===== config.mk =====
export PLATFORM = sky130hd
export DESIGN_NAME = regmem_master
export DESIGN_NICKNAME = d
export VERILOG_FILES = /design/src/rtl/regmem_pkg.sv /design/src/rtl/regmem_timeout_ctr.sv /design/src/rtl/regmem_master.sv
export SDC_FILE = /design/constraint.sdc
export NUM_CORES = 1
export LEC_CHECK = 0
export BUFFER_PORTS_ARGS = -buffer_cell sky130_fd_sc_hd__buf_4
export CAP_MARGIN = 5
export CORE_UTILIZATION = 48
export CTS_CLUSTER_SIZE = 14
export DETAILED_ROUTE_END_ITERATION = 10
export PLACE_DENSITY = 0.83
export SLEW_MARGIN = 40
export SYNTH_ARGS = -nofsm -noshare
export SYNTH_HDL_FRONTEND = slang
export SYNTH_SLANG_ARGS = --single-unit

===== constraint.sdc =====
create_clock -name clk -period 4.25 [get_ports clk]
set_input_delay 0.2125 -clock clk [delete_from_list [all_inputs] [get_ports clk]]
set_output_delay 0.2125 -clock clk [all_outputs]
set_load 0.05 [all_outputs]

===== src/rtl/regmem_pkg.sv =====
// Shared types and default widths for the register-memory master and responder.
package regmem_pkg;

  localparam int unsigned REGMEM_DATA_W = 16;
  localparam int unsigned REGMEM_ADDR_W = 2;

  typedef enum logic [1:0] {
    IDLE  = 2'd0,
    WRITE = 2'd1,
    READ  = 2'd2,
    RESP  = 2'd3
  } state_t;

endpackage


===== src/rtl/regmem_timeout_ctr.sv =====
// Access timeout counter: counts cycles spent waiting for ack.
// expired pulses in the cycle whose tick would bring the count to TIMEOUT_CYCLES.
module regmem_timeout_ctr #(
  parameter int unsigned TIMEOUT_CYCLES = 15
) (
  input  logic clk,
  input  logic reset,
  input  logic clear,
  input  logic tick,
  output logic expired
);

  localparam int unsigned CntW = $clog2(TIMEOUT_CYCLES + 1);

  logic [CntW-1:0] cnt_q;

  always_ff @(posedge clk) begin
    if (reset || clear) begin
      cnt_q <= '0;
    end else if (tick) begin
      cnt_q <= cnt_q + 1'b1;
    end
  end

  assign expired = tick && (cnt_q == CntW'(TIMEOUT_CYCLES - 1));

endmodule


===== src/rtl/regmem_master.sv =====
// Register-memory master: turns cmd requests into sel/ack responder accesses.
// Define REGMEM_TIMEOUT_EN to abort accesses that see no ack within TIMEOUT_CYCLES.
module regmem_master
  import regmem_pkg::*;
#(
  parameter int unsigned DATA_W         = REGMEM_DATA_W,
  parameter int unsigned ADDR_W         = REGMEM_ADDR_W,
  parameter int unsigned TIMEOUT_CYCLES = 15
) (
  input  logic              clk,
  input  logic              reset,
  input  logic              cmd_valid,
  output logic              cmd_ready,
  input  logic              cmd_wr,
  input  logic [ADDR_W-1:0] cmd_addr,
  input  logic [DATA_W-1:0] cmd_wdata,
  output logic              sel,
  output logic              wr,
  output logic [ADDR_W-1:0] addr,
  output logic [DATA_W-1:0] wdata,
  input  logic [DATA_W-1:0] rdata,
  input  logic              ack,
  output logic              rsp_valid,
  input  logic              rsp_ready,
  output logic [DATA_W-1:0] rsp_rdata,
  output logic              rsp_err
);

  state_t state_q, state_d;
  logic   busy, accept, timeout, done;

  assign busy      = (state_q == WRITE) || (state_q == READ);
  assign cmd_ready = (state_q == IDLE) && !reset;
  assign accept    = cmd_ready && cmd_valid;
  assign done      = busy && (ack || timeout);
  assign rsp_valid = (state_q == RESP);

  always_comb begin
    state_d = state_q;
    unique case (state_q)
      IDLE:        if (cmd_valid) state_d = cmd_wr ? WRITE : READ;
      WRITE, READ: if (ack || timeout) state_d = RESP;
      RESP:        if (rsp_ready) state_d = IDLE;
      default:     state_d = IDLE;
    endcase
  end

  // Bus outputs are registered so sel/wr/addr/wdata are glitch-free for the responder.
  always_ff @(posedge clk) begin
    if (reset) begin
      state_q   <= IDLE;
      sel       <= 1'b0;
      wr        <= 1'b0;
      addr      <= '0;
      wdata     <= '0;
      rsp_rdata <= '0;
    end else begin
      state_q <= state_d;
      if (accept) begin
        sel   <= 1'b1;
        wr    <= cmd_wr;
        addr  <= cmd_addr;
        wdata <= cmd_wdata;
      end else if (done) begin
        sel       <= 1'b0;
        wr        <= 1'b0;
        rsp_rdata <= ((state_q == READ) && ack) ? rdata : '0;
      end
    end
  end

`ifdef REGMEM_TIMEOUT_EN
  logic err_q;

  regmem_timeout_ctr #(
    .TIMEOUT_CYCLES(TIMEOUT_CYCLES)
  ) u_timeout_ctr (
    .clk    (clk),
    .reset  (reset),
    .clear  (accept),
    .tick   (busy && !ack),
    .expired(timeout)
  );

  // A same-cycle ack wins over expiry, so the error is simply "finished without ack".
  always_ff @(posedge clk) begin
    if (reset) begin
      err_q <= 1'b0;
    end else if (done) begin
      err_q <= !ack;
    end
  end

  assign rsp_err = err_q;
`else
  logic unused_timeout_cfg;
  assign unused_timeout_cfg = ^TIMEOUT_CYCLES;
  assign timeout            = 1'b0;
  assign rsp_err            = 1'b0;
`endif

endmodule


==> results.sh <==
export IMPL_cts_resized=0
export IMPL_insertion_delay_ps=330
export IMPL_ys_seq_area_frac=0.476
export IMPL_arrival_ps=2140
export IMPL_power_density_nw_per_um2=528
export IMPL_dieArea_um2=3570
export IMPL_setup_viol=0
export IMPL_diodes=0
export IMPL_period_needed_ps=1930
export IMPL_start_util=0.515
export IMPL_vias=1475
export IMPL_crit_path_start_kind="flop"
export IMPL_skew_ps=2.83
export IMPL_clock_sinks=38
export IMPL_relSlewSlack=0.548
export IMPL_vdd_drop_max_mv=0.315
export IMPL_maxSlewViolCount=0
export IMPL_synthCells=186
export IMPL_post_cts_buffers=0
export IMPL_ys_top_cells_by_area="dfxtp_1 (48%), nand2_1 (8.9%), nand3b_1 (8.9%), nand2b_1 (7.0%), nand4_1 (6.3%)"
export IMPL_wl_um=3640
export IMPL_cts_hold_buf=0
export IMPL_fin_crit_sh=0.454
export IMPL_status="complete, no violations"
export IMPL_avgSynthCellArea_um2=8.60
export IMPL_grt_ovfl_total=0
export IMPL_cts_tree="done"
export IMPL_hpwl_um=2570
export IMPL_timing_setup_critical_path_class="flop to flop"
export IMPL_rsz0062_at_grt="no"
export IMPL_port_buffers=77
export IMPL_cts_buffers=5
export IMPL_synth_top_area_frac=0.476
export IMPL_globalRouteTotalUtil=0.212
export IMPL_drt_pass1_iter_count=4
export IMPL_core_um2=3100
export IMPL_htreeDepth=2
export IMPL_worstPathRequired_ps=4460
export IMPL_ant_nets=0
export IMPL_synthesis_nets=230
export IMPL_yosys_cell_types_count=26
export IMPL_cts_root_buffer="clkbuf_4"
export IMPL_path_max_fanout=20
export IMPL_fin_setup_tns_ps=0
export IMPL_gp_congestion=0.745
export IMPL_dieWidth_um=59.7
export IMPL_p_leak_nw=1.07
export IMPL_grt_pass1_wl_um=5620
export IMPL_max_freq_mhz=518
export IMPL_post_route_drc_count=0
export IMPL_preCtsSetupSlack_ps=2310
export IMPL_clk_pin_slew_ps=110
export IMPL_vias_per_cell=4.90
export IMPL_die_y_um=59.7
export IMPL_ys_ff_latch=38
export IMPL_grt_max_degree=45
export IMPL_cts_buffer_depth=2
export IMPL_drive_gt1_frac=0.350
export IMPL_register_area_um2=761
export IMPL_tightestPinTransition_ps=677
export IMPL_grt_pass1_vias=1327
export IMPL_yosys_warnings=0
export IMPL_multiInputGateArea_um2=747
export IMPL_min_path_type="input pin to flop"
export IMPL_antenna_found_initial=0
export IMPL_wire_per_inst_um=12.1
export IMPL_hold_viol_final=0
export IMPL_area_growth_synth_to_final_pct=40.5
export IMPL_ios=79
export IMPL_first_iter_violations=46
export IMPL_fill_cells=292
export IMPL_synth_area_leader_cell="dfxtp_1"
export IMPL_rows=20
export IMPL_maxCapViolCount=0
export IMPL_final_nets=300
export IMPL_syn_area_um2=1600
export IMPL_worst_slack_ps=2320
export IMPL_worstSetupEndpointType="flop"
[registers in the layout (all words and copies together), names as in the netlist]
register and count:
state_q 2, wr 1, addr 2, rsp_rdata 16
sel 1, wdata 16
[cell usage after synthesis]
master / number
o21ai_1: 1
and3b_2: 1
mux2_2: 1
nand3b_1: 19
dfxtp_1: 38
nand2b_1: 18
nand4_1: 16
ha_1: 4
a222oi_1: 1
nor2_1: 3
and2_2: 1
o21ai_0: 16
nor2_2: 1
nand2_1: 38
inv_1: 5
nor2b_1: 1
nand3_1: 1
a21oi_1: 1
conb_1: 1
buf_4: 1
clkbuf_1: 4
a211o_1: 1
and3b_1: 1
buf_2: 8
mux2i_1: 2
clkbuf_2: 2
[where the power goes]
part / leakage (nW) / internal [mW] / switching [mW] / total, mW
registers: 0.310 / 0.413 / 0.0319 / 0.445
clock network: 0.0446 / 0.113 / 0.112 / 0.225
logic: 0.720 / 0.164 / 0.351 / 0.515
[through the flow]
stage                     instances  hold slack (ps)  power (mW)  cell area, um2  utilization
after global routing            301             45.8        1.24            2250        0.724
final                           301             54.0        1.19            2250        0.724
after CTS                       301             42.4        1.19            2250        0.724
after global placement          293              397       0.964            2170        0.698
after detailed placement        293              399       0.969            2170        0.698
after floorplan                 186              311       0.826            1600            -
[critical path, cell delays in order, from the launching register on]
cell	delay [ps]
dfxtp_1	400
inv_1	80
ha_1	220
and3b_1	410
nor2_2	520
o21ai_0	170
[placed cells by master, fill, tap and decap left out, drive strengths merged, types with 5 or more instances in the layout]
master,instances
nand4,16
nand2b,18
nand2,38
dfxtp,38
inv,5
nand3b,19
buf,78
clkbuf,8
o21ai,17
[final timing paths]
kind                              startpoint  cells past startpoint  slack (ps)           end
worst max-delay path              state_q[1]                      5        2320  rsp_rdata[5]
worst min-delay path            cmd_wdata[3]                      3          50      wdata[3]
worst max register to register    state_q[1]                      5        2320  rsp_rdata[5]
worst min register to register       addr[0]                      2         480       addr[0]
[cell type report]
| class | instances | share of cell area |
|---|---|---|
| sequential | 38 | 0.339 |
| multi-input combinational | 128 | 0.333 |
| timing repair buffer | 78 | 0.261 |
| clock buffer | 8 | 0.0351 |
| tap | 44 | 0.0245 |
| inverter | 5 | 0.00836 |
[layer usage]
metal	global-route usage	share of wire
met5	0	0
met4	0.0797	0.0096
met3	0.0563	0.073
met2	0.362	0.46
met1	0.254	0.46
[cells by family after synthesis]
logic type               count (synthesis)  share of synthesized area
buffers and inverters                   20                     0.0571
multiplexers                             3                     0.0196
flip-flops                              38                      0.476
AO/OA/AOI/OAI                           20                     0.0681
adder cells (fa/ha/maj)                  4                     0.0313
other                                    1                    0.00235
AND/OR/NAND/NOR                        100                      0.346
Note: power is estimated with default switching activity, not from simulation.
